===== src/rtl/pipe_ctrl_pkg.sv =====
`default_nettype none
// ============================================================================
// Module   : pipe_ctrl_pkg
// Purpose  : Shared types and defaults for the pipeline sequencing controller.
//            Holds the 2-bit FSM state encoding, the default interrupt vector,
//            the default bus timeout and a return-address helper.
//            The optional interrupt path is enabled by defining the macro
//            PIPE_CTRL_IRQ_EN; this package is identical in both builds.
// Revision : 1.0  initial release
// ============================================================================
package pipe_ctrl_pkg;

  typedef enum logic [1:0] {
    ST_RUN       = 2'd0,
    ST_BUS_WAIT  = 2'd1,
    ST_IRQ_ENTRY = 2'd2
  } ctrl_state_e;

  localparam logic [31:0] IRQ_VEC_DEFAULT     = 32'h0000_0100;
  localparam int unsigned BUS_TIMEOUT_DEFAULT = 16;

  // Address of the instruction following the one in EX; wraps mod 2^32.
  function automatic logic [31:0] next_ins_addr(input logic [31:0] addr);
    return addr + 32'd4;
  endfunction

endpackage
`default_nettype wire


===== src/rtl/bus_wait_timer.sv =====
`default_nettype none
// ============================================================================
// Module   : bus_wait_timer
// Purpose  : Bus wait-state counter with clear, enable and terminal count.
// Ports    : clk, rst      - clock, synchronous active-high reset
//            clr_i         - return the count to zero (wins over en_i)
//            en_i          - increment the count
//            tc_o          - count is one below BUS_TIMEOUT, i.e. the next
//                            increment would reach the timeout
// Revision : 1.0  initial release
// ============================================================================
module bus_wait_timer #(
  parameter int unsigned BUS_TIMEOUT = 16
) (
  input  logic clk,
  input  logic rst,
  input  logic clr_i,
  input  logic en_i,
  output logic tc_o
);

  localparam int unsigned       CNT_W  = $clog2(BUS_TIMEOUT + 1);
  localparam logic [CNT_W-1:0]  TC_VAL = CNT_W'(BUS_TIMEOUT - 1);
  localparam logic [CNT_W-1:0]  ONE    = CNT_W'(1);

  logic [CNT_W-1:0] count_q, count_d;

  always_comb begin
    count_d = count_q;
    if (clr_i) begin
      count_d = '0;
    end else if (en_i) begin
      count_d = count_q + ONE;
    end
  end

  always_ff @(posedge clk) begin
    if (rst) begin
      count_q <= '0;
    end else begin
      count_q <= count_d;
    end
  end

  // The count is 1 in the first BUS_WAIT cycle (second stall cycle), so
  // count == BUS_TIMEOUT-1 marks stall cycle number BUS_TIMEOUT.
  assign tc_o = (count_q == TC_VAL);

endmodule
`default_nettype wire


===== src/rtl/pipe_ctrl.sv =====
`default_nettype none
// ============================================================================
// Module   : pipe_ctrl
// Purpose  : Stall/flush/redirect controller for the 3-stage IF/ID/EX core.
//            Merges EX redirects and holds, data-bus wait states and
//            external interrupts. Interrupt logic is built only when the
//            macro PIPE_CTRL_IRQ_EN is defined; otherwise irq_i/mret_i are
//            ignored and irq_ack_o, mepc_wr_o, mepc_o are tied to 0.
// Ports    : ex_valid_i, ex_ins_addr_i  - EX occupancy and its address
//            jump_en_i, jump_addr_i     - EX redirect request
//            hold_flag_i                - EX multi-cycle hold
//            bus_req_i, bus_ack_i       - data bus handshake
//            irq_i, mret_i              - interrupt level, handler return
//            pc_wr_en_o, pc_wr_addr_o   - PC redirect
//            hold_pc_o/if_o/id_o        - stage freezes
//            flush_o                    - bubble IF/ID and ID/EX
//            bus_err_o                  - bus timeout pulse
//            irq_ack_o, mepc_wr_o, mepc_o - interrupt entry handshake
// Revision : 1.0  initial release
// ============================================================================
module pipe_ctrl
  import pipe_ctrl_pkg::*;
#(
  parameter logic [31:0] IRQ_VEC     = IRQ_VEC_DEFAULT,
  parameter int unsigned BUS_TIMEOUT = BUS_TIMEOUT_DEFAULT
) (
  input  logic        clk,
  input  logic        rst,
  input  logic        ex_valid_i,
  input  logic [31:0] ex_ins_addr_i,
  input  logic        jump_en_i,
  input  logic [31:0] jump_addr_i,
  input  logic        hold_flag_i,
  input  logic        bus_req_i,
  input  logic        bus_ack_i,
  input  logic        irq_i,
  input  logic        mret_i,
  output logic        pc_wr_en_o,
  output logic [31:0] pc_wr_addr_o,
  output logic        hold_pc_o,
  output logic        hold_if_o,
  output logic        hold_id_o,
  output logic        flush_o,
  output logic        bus_err_o,
  output logic        irq_ack_o,
  output logic        mepc_wr_o,
  output logic [31:0] mepc_o
);

  ctrl_state_e state_q, state_d;

  logic        pc_wr_en;
  logic [31:0] pc_wr_addr;
  logic        hold_all;
  logic        flush;
  logic        bus_err;
  logic        tmr_en;
  logic        tmr_clr;
  logic        tmr_tc;

`ifdef PIPE_CTRL_IRQ_EN
  logic        irq_accept;
  logic        hold_pc_only;
  logic        irq_ack;
  logic        mepc_wr;
  logic [31:0] mepc_q, mepc_d;
  logic        irq_active_q, irq_active_d;
`endif

  bus_wait_timer #(
    .BUS_TIMEOUT (BUS_TIMEOUT)
  ) u_bus_wait_timer (
    .clk   (clk),
    .rst   (rst),
    .clr_i (tmr_clr),
    .en_i  (tmr_en),
    .tc_o  (tmr_tc)
  );

  always_comb begin
    state_d    = state_q;
    pc_wr_en   = 1'b0;
    pc_wr_addr = '0;
    hold_all   = 1'b0;
    flush      = 1'b0;
    bus_err    = 1'b0;
    tmr_en     = 1'b0;
    tmr_clr    = 1'b0;
`ifdef PIPE_CTRL_IRQ_EN
    irq_accept   = 1'b0;
    hold_pc_only = 1'b0;
    irq_ack      = 1'b0;
    mepc_wr      = 1'b0;
`endif
    case (state_q)
      ST_RUN: begin
        if (ex_valid_i && jump_en_i) begin
          pc_wr_en   = 1'b1;
          pc_wr_addr = jump_addr_i;
          flush      = 1'b1;
        end else if (bus_req_i && !bus_ack_i) begin
          // The timer idles at zero in RUN; this increment makes it 1
          // in the first BUS_WAIT cycle.
          hold_all = 1'b1;
          tmr_en   = 1'b1;
          state_d  = ST_BUS_WAIT;
        end else if (hold_flag_i) begin
          hold_all = 1'b1;
`ifdef PIPE_CTRL_IRQ_EN
        end else if (irq_i && !irq_active_q && ex_valid_i) begin
          // EX retires normally; only the younger stages are discarded.
          irq_accept   = 1'b1;
          hold_pc_only = 1'b1;
          flush        = 1'b1;
          state_d      = ST_IRQ_ENTRY;
`endif
        end
      end
      ST_BUS_WAIT: begin
        // Ack is tested first so a same-cycle ack suppresses the error.
        if (bus_ack_i) begin
          tmr_clr = 1'b1;
          state_d = ST_RUN;
        end else if (tmr_tc) begin
          bus_err = 1'b1;
          tmr_clr = 1'b1;
          state_d = ST_RUN;
        end else begin
          hold_all = 1'b1;
          tmr_en   = 1'b1;
        end
      end
`ifdef PIPE_CTRL_IRQ_EN
      ST_IRQ_ENTRY: begin
        pc_wr_en   = 1'b1;
        pc_wr_addr = IRQ_VEC;
        flush      = 1'b1;
        irq_ack    = 1'b1;
        mepc_wr    = 1'b1;
        state_d    = ST_RUN;
      end
`endif
      default: begin
        state_d = ST_RUN;
      end
    endcase
  end

  always_ff @(posedge clk) begin
    if (rst) begin
      state_q <= ST_RUN;
    end else begin
      state_q <= state_d;
    end
  end

  // Outputs are forced low while reset is held, whatever the inputs do.
  assign pc_wr_en_o   = !rst && pc_wr_en;
  assign pc_wr_addr_o = rst ? 32'd0 : pc_wr_addr;
  assign hold_if_o    = !rst && hold_all;
  assign hold_id_o    = !rst && hold_all;
  assign flush_o      = !rst && flush;
  assign bus_err_o    = !rst && bus_err;

`ifdef PIPE_CTRL_IRQ_EN
  always_comb begin
    mepc_d       = irq_accept ? next_ins_addr(ex_ins_addr_i) : mepc_q;
    // A handler return in the accept cycle leaves the flag clear.
    irq_active_d = (irq_active_q || irq_accept) && !mret_i;
  end

  always_ff @(posedge clk) begin
    if (rst) begin
      mepc_q       <= '0;
      irq_active_q <= 1'b0;
    end else begin
      mepc_q       <= mepc_d;
      irq_active_q <= irq_active_d;
    end
  end

  assign hold_pc_o = !rst && (hold_all || hold_pc_only);
  assign irq_ack_o = !rst && irq_ack;
  assign mepc_wr_o = !rst && mepc_wr;
  assign mepc_o    = mepc_q;
`else
  logic unused_irq_inputs;
  assign unused_irq_inputs = ^{irq_i, mret_i, ex_ins_addr_i, IRQ_VEC};

  assign hold_pc_o = !rst && hold_all;
  assign irq_ack_o = 1'b0;
  assign mepc_wr_o = 1'b0;
  assign mepc_o    = '0;
`endif

endmodule
`default_nettype wire

===== config.mk =====
export PLATFORM = sky130hd
export DESIGN_NAME = pipe_ctrl
export DESIGN_NICKNAME = d
export VERILOG_FILES = /design/src/rtl/pipe_ctrl_pkg.sv /design/src/rtl/bus_wait_timer.sv /design/src/rtl/pipe_ctrl.sv
export SDC_FILE = /design/constraint.sdc
export NUM_CORES = 1
export LEC_CHECK = 0
export CELL_PAD_IN_SITES_DETAIL_PLACEMENT = 1
export CELL_PAD_IN_SITES_GLOBAL_PLACEMENT = 1
export CORE_ASPECT_RATIO = 0.7
export CORE_UTILIZATION = 12
export DETAILED_ROUTE_END_ITERATION = 7
export PLACE_DENSITY = 0.82
export SETUP_SLACK_MARGIN = 0.02
export SKIP_CTS_REPAIR_TIMING = 1
export SLEW_MARGIN = 20
export SYNTH_ARGS = -nofsm -noshare
export SYNTH_HDL_FRONTEND = slang
export SYNTH_SLANG_ARGS = --single-unit

===== constraint.sdc =====
create_clock -name clk -period 5.1 [get_ports clk]
set_clock_uncertainty 0.1 [all_clocks]
set_input_delay 1.02 -clock clk [delete_from_list [all_inputs] [get_ports clk]]
set_output_delay 1.02 -clock clk [all_outputs]
set_load 0.02 [all_outputs]

==> reports/qor_table.md, run 1 <==
| Item | Reported |
|---|---|
| Result of the run | complete, no violations |
| Global Route Usage Sum | 0.07860 |
| Share of synthesized registers carrying an async set or reset | 0 |
| Count of yosys warnings during synthesis | 0 |
| Kind of critical path | in -> out |
| Setup slack after placement | 966.8 ps |
| TritonCTS clock tree | built |
| Mux contribution to synthesized area | 0 |
| Fraction of the core area covered by cells at the end of the flow | 0.2449 |
| EDFF count, synth | 0 |
| First-pass GRT wire length | 4333 µm |
| Sequential share of power | 0.228 |
| Routed length per placed instance | 10.56 µm |
| Standard cell area after detailed placement | 1533 µm² |
| Max-Slew Margin vs Limit | 0.4855 |
| Fraction of power spent switching nets | 0.3346 |
| Setup-failing EPs final | 0 |
| Post-layout instance area | 1574 µm² |
| RSZ-0062 raised after global routing | false |
| Clock latency at the later pin of the worst-skew pair | 220 ps |
| Fillcell total | 818 |
| Detailed-routing iteration count for the pre-antenna-repair pass | 4 |
| Dpl cells | 275 |
| Number of nets still failing antenna checks after routing | 0 |
| Fin crit period | 4080 ps |
| CTS H-Tree Depth | 1 |
| Largest fanout of any net on the critical path | 10 |
| RD Place Congestion | 0.6871 |
| Total Power Consumption | 0.2185 mW |
| Reported leakage power | 0.6249 nW |
| Post-Synth Simple-Gate Area | 0.3510 |
| Area growth from synthesis to layout | 90.32% |
| Overall via count from detail_route | 886 |
| Max capacitance violation total | 0 |
| Hold_ws | 391.0 ps |
| Sequential area share after synthesis | 0.1452 |
| Die height | 71.46 µm |
| Synthesized-area fraction occupied by xor and xnor cells | 0 |
| Cells after Synth | 116 |
| Post-route insts no fill | 278 |
| Launching element type of the critical path | primary input |
| Fraction of power consumed by combinational cells | 0.451 |
| Antenna diodes | 0 |
| Worst Slack Setup Final | 1020 ps |
| Post-layout nets | 264 |
| #FFs+latches synth | 6 |
| Remaining routing DRC violations | 0 |
| Horiz. Die Dim | 101.2 µm |
| WHS Path Cells | 2 |
| Buffer type at the clock tree root | clkbuf_8 |
| Final wirelength | 2937 µm |
| Endpoints failing hold | 0 |
| Fraction of the mapped netlist area in adder cells | 0.03026 |
| Starting density of the core | 0.1287 |
| Critical path arrival | 2960 ps |
| Achievable frequency | 245.1 MHz |
| Path type of the worst min-delay path | reg -> reg |
| Max-slew violation count | 0 |
| Mean Syn Cell Area | 7.130 µm² |
| Initial DRC Count | 9 |
| Switching power summed over all nets | 0.07310 mW |
| Count of input and output buffers | 76 |
| Clock transition at path regs | 40 ps |
| Via count of the first global-routing pass | 906 |
| CTS Buf Count | 3 |
| Total Negative Setup Slacks | 0 ps |
| Relative contribution of the clock network to total power | 0.322 |
| Via-per-instance ratio | 3.187 |
| Portion of the clock cycle consumed by the worst path in the final layout | 0.8001 |
| Die area | 7234 µm² |
| Internal power consumption | 0.1454 mW |
| Post-synth cell types | 20 |
| Area of the core region | 6426 µm² |
| Largest family of logic cells by synthesized area | buffers and inverters |
| Top-level I/O count | 145 |
| FF-to-FF path depth | 7 |
| Kind of capture point of the worst setup path | primary output |
| Slew of the pin with the lowest slew margin | 768.1 ps |
| Initial antenna violation count | 0 |
| Overflow left after global routing | 0 |
| Synthesized area | 827.0 µm² |
| Highest ir drop seen on vdd | 0.07901 mV |
| Worst EP required | 3980 ps |
| Clock Path Buffers | 2 |
| Standard-cell rows | 24 |
| Total power per unit cell area | 138.8 nW/µm² |
| Area fraction in compound gates after synthesis | 0.08623 |
| Clock sink count | 6 |
| Detailed-placement wirelength estimate | 2508 µm |
| Largest net degree at the start of global routing | 35 |
| Prevailing post-synth register cell | dfxtp_1 |
| Share of post-route cells with drive strength above 1 | 0.02674 |
[kinds of logic after synthesis]
logic type      Yosys count
simple gates             48
buf+inv                  45
compound gates           14
flops                     6
fa+ha+maj                 2
other cells               1
[Yosys cell counts, types with 2 or more instances]
cell type | number | area [µm²]
nand2_1 | 3 | 11.26
and2_1 | 32 | 200.2
nor2b_1 | 2 | 12.51
o21ai_0 | 7 | 35.03
nor3_1 | 3 | 15.01
buf_4 | 37 | 277.8
a21oi_1 | 6 | 30.03
or3_1 | 4 | 25.02
ha_1 | 2 | 25.02
dfxtp_1 | 6 | 120.1
clkbuf_1 | 3 | 11.26
inv_1 | 3 | 11.26
[cells in the final DEF, fill, tap and decap left out, drive strengths merged]
cell / n
or3: 4
ha: 2
nand2b: 1
nand4: 1
o21ai: 7
buf: 1
a21oi: 6
nand3b: 1
nor3: 3
nor2b: 2
and2: 32
clkdlybuf4s50: 76
dfxtp: 6
a31oi: 1
clkbuf: 3
inv: 3
conb: 34
nand2: 3
and3: 1
[per-layer routing]
metal | track usage | wire [µm] | vias to the layer above
li1 | - | - | 439
met1 | 0.08721 | 1151 | 403
met2 | 0.1481 | 1565 | 40
met3 | 0.02146 | 189 | 4
met4 | 0.01932 | 30 | 0
met5 | 0 | 0 | -
[final timing paths]
kind	start	to	slack, ps
hold reg to reg	u_bus_wait_timer.count_q[4]	u_bus_wait_timer.count_q[4]	390
setup / recovery	bus_ack_i	hold_id_o	1020
setup reg to reg	u_bus_wait_timer.count_q[0]	u_bus_wait_timer.count_q[3]	2960
hold / removal	u_bus_wait_timer.count_q[4]	u_bus_wait_timer.count_q[4]	390
[cell type report]
| cell class | count | area, µm² | area share |
|---|---|---|---|
| repair buffers | 77 | 768.2 | 0.4881 |
| well taps | 91 | 113.9 | 0.07234 |
| clock buffers | 3 | 41.29 | 0.02623 |
| multi-input cells | 98 | 519.2 | 0.3299 |
| inverters | 3 | 11.26 | 0.007154 |
| flip-flops and latches | 6 | 120.1 | 0.07631 |
[power by group through the flow]
stage / registers (mW) / clock network, mW / logic (mW)
global placement: 0.0503 / 0 / 0.0963
CTS: 0.0498 / 0.0722 / 0.0984
global route: 0.0500 / 0.0743 / 0.106
floorplan: 0.0500 / 0 / 0.0717
finish: 0.0497 / 0.0703 / 0.0984
detailed placement: 0.0505 / 0 / 0.0982
[flip-flops by register name, summed over array words and instances (netlist names)]
| name | flops |
|---|---|
| state_q | 1 |
| u_bus_wait_timer.count_q | 5 |
[critical path, cell delays in order]
cell and delay, ps:
clkdlybuf4s50_1 570, o21ai_0 260, nand2b_1 190, a21oi_1 260, clkdlybuf4s50_1 650
Note: power is estimated with default switching activity, not from simulation.
==> run 2: changes to the inputs <==
==> constraint.sdc (replaced) <==
create_clock -name clk -period 3.9 [get_ports clk]
set_clock_uncertainty 0.1 [all_clocks]
set_input_delay 0.78 -clock clk [delete_from_list [all_inputs] [get_ports clk]]
set_output_delay 0.78 -clock clk [all_outputs]
set_load 0.02 [all_outputs]
==> reports/qor_table.md, run 2 (same netlist as run 1, synthesis figures left out) <==
| Item | Reported | Change |
|---|---|---|
| Critical-path cell with the highest stage delay | clkdlybuf4s50_1 |  |
| Reported leakage power | 0.6297 nW | +0.76% |
| Path type of the worst min-delay path | reg -> reg |  |
| Worst EP required | 3020 ps | -960 ps |
| Endpoint of the worst-slack reg-to-reg timing path | u_bus_wait_timer.count_q[2] |  |
| Detailed-routing iteration count for the pre-antenna-repair pass | 2 | -2 |
| Buffer type at the clock tree root | clkbuf_8 |  |
| Clock Path Buffers | 2 | unchanged |
| Area used by multi-input combinational logic | 519.2 µm² | unchanged |
| Share of post-route cells with drive strength above 1 | 0.03191 | +0.005177 |
| Kind of critical path | in -> out |  |
| Detailed-placement wirelength estimate | 2457 µm | -2.1% |
| Count of input and output buffers | 76 | unchanged |
| Setup slack of the worst register-to-register path | 1850 ps | -1110 ps |
| Largest net degree at the start of global routing | 35 | unchanged |
| TritonCTS clock tree | built |  |
| Largest registers in the final layout | u_bus_wait_timer.count_q (5), state_q (1) |  |
| Global Route Usage Sum | 0.07259 | -0.006015 |
| Switching power summed over all nets | 0.09744 mW | +33% |
| CTS H-Tree Depth | 1 | unchanged |
| Max capacitance violation total | 0 | unchanged |
| Largest fanout of any net on the critical path | 10 | unchanged |
| Most numerous cell on the critical path | clkdlybuf4s50_1 |  |
| Highest metal layer used by the detailed router | met4 |  |
| Highest ir drop seen on vdd | 0.09738 mV | +23% |
| Max-slew violation count | 0 | unchanged |
| Clock latency at the later pin of the worst-skew pair | 220 ps | about the same |
| Slew of the pin with the lowest slew margin | 703.6 ps | -64.53 ps |
| Achievable frequency | 288.8 MHz |  |
| Cell breakdown of the critical path | clkdlybuf4s50_1 > o21ai_0 > nand2b_1 > a21oi_1 > clkdlybuf4s50_1 |  |
| Post-layout nets | 265 | +0.38% |
| Kind of capture point of the worst setup path | primary output |  |
| Clock sink count | 6 | unchanged |
| Flip-flop count of the largest register after layout | 5 | unchanged |
| RD Place Congestion | 0.6727 | -2.1% |
| Area growth from synthesis to layout | 91.23% |  |
| Overall via count from detail_route | 902 | +1.8% |
| Horiz. Die Dim | 101.2 µm | unchanged |
| First-pass GRT wire length | 4022 µm | -7.2% |
| Fraction of power consumed by combinational cells | 0.447 | -0.004 |
| Initial antenna violation count | 0 | unchanged |
| Overflow left after global routing | 0 | unchanged |
| Min-delay src | u_bus_wait_timer.count_q[3] |  |
| Register containing the most flip-flops in the final layout | u_bus_wait_timer.count_q |  |
| Commonest cells after routing, fill and taps aside | clkdlybuf4s50_1, conb_1, and2_1 |  |
| Final wirelength | 2821 µm | -3.9% |
| Die height | 71.46 µm | unchanged |
| Routed length on met3 | 164 µm | -13% |
| DR WL met2 | 1533 µm | -2.0% |
| CTS Buf Count | 3 | unchanged |
| Setup-failing EPs final | 0 | unchanged |
| Total power per unit cell area | 182.4 nW/µm² | +31% |
| Remaining routing DRC violations | 0 | unchanged |
| Commonest non-fill, non-tap cell in the layout | clkdlybuf4s50_1 |  |
| Fillcell total | 798 | -2.4% |
| Routed length per placed instance | 10.11 µm | -4.3% |
| Initial DRC Count | 10 | +1 |
| Clock transition at path regs | 40 ps | about the same |
| Sequential share of power | 0.225 | -0.003 |
| Max-Slew Margin vs Limit | 0.5288 | +0.04322 |
| Top-level I/O count | 145 | unchanged |
| Starting density of the core | 0.1287 | unchanged |
| Area used by sequential logic in the layout | 120.1 µm² | unchanged |
| Internal power consumption | 0.1911 mW | +31% |
| Die area | 7234 µm² | unchanged |
| Hold_ws | 385.4 ps | -5.587 ps |
| Total Negative Setup Slacks | 0 ps | unchanged |
| Result of the run | complete, no violations |  |
| Antenna diodes | 0 | unchanged |
| Critical path arrival | 2580 ps | -380 ps |
| Crit-path max cell delay | 660 ps | about the same |
| WHS Path Cells | 2 | unchanged |
| Fraction of power spent switching nets | 0.3377 | +0.003130 |
| Number of nets still failing antenna checks after routing | 0 | unchanged |
| Worst flop-to-flop path startpoint | u_bus_wait_timer.count_q[0] |  |
| RSZ-0062 raised after global routing | false |  |
| Post-route insts no fill | 279 | +0.36% |
| Via-per-instance ratio | 3.233 | +1.4% |
| Launching element type of the critical path | primary input |  |
| Hold EP | u_bus_wait_timer.count_q[3] |  |
| Endpoints failing hold | 0 | unchanged |
| FF-to-FF path depth | 7 | unchanged |
| Dpl cells | 276 | +0.36% |
| Total Power Consumption | 0.2885 mW | +32% |
| Via count of the first global-routing pass | 841 | -7.2% |
| Relative contribution of the clock network to total power | 0.328 | +0.006 |
| Fin crit period | 3463 ps |  |
| Standard-cell rows | 24 | unchanged |
| Area of the core region | 6426 µm² | unchanged |
| Met1 Wirelength | 1110 µm | -3.6% |
| Portion of the clock cycle consumed by the worst path in the final layout | 0.8880 |  |
## run 2: area by class of cell
cell class,count,share of cell area
repair buffers,78,0.4905
multi-input cells,98,0.3283
flip-flops and latches,6,0.07595
well taps,91,0.07199
clock buffers,3,0.02611
inverters,3,0.007120
## run 2: worst max-delay path by stage
stage | depth (start not counted) | end | from | slack, ps
after floorplan | 5 | hold_if_o | bus_ack_i | 1120
after global placement | 5 | hold_if_o | bus_ack_i | 430
after detailed placement | 5 | hold_id_o | bus_ack_i | 390
after CTS | 5 | hold_id_o | bus_ack_i | 390
after global routing | 5 | hold_id_o | bus_ack_i | 320
final | 5 | hold_id_o | bus_ack_i | 440
## run 2: stage by stage
stage	util	worst slack, ps	cell area [µm²]
after floorplan	-	1125	950.9
after global placement	0.2397	434.9	1540
after CTS	0.2461	388.3	1582
after global routing	0.2461	324.3	1582
final	0.2461	436.8	1582
after detailed placement	0.2397	385.8	1540
## run 2: power groups by stage
stage                     Clock (mW)  Combinational [mW]  Sequential (mW)
after global placement             0               0.127           0.0658
after floorplan                    0              0.0937           0.0653
after detailed placement           0               0.129           0.0660
after CTS                     0.0970               0.129           0.0650
final                         0.0947               0.129           0.0650
after global routing          0.0999               0.138           0.0653
## run 2: worst max-delay path, delay by kind of cell
family          cells  cell delay, ps
buf+inv             2            1220
compound gates      2             480
simple gates        1             100
## run 2: metal layers
| layer | track usage | vias up |
|---|---|---|
| met3 | 0.02634 | 2 |
| met2 | 0.1361 | 37 |
| met5 | 0 | - |
| met4 | 0.009662 | 0 |
| met1 | 0.08019 | 421 |
| li1 | - | 442 |
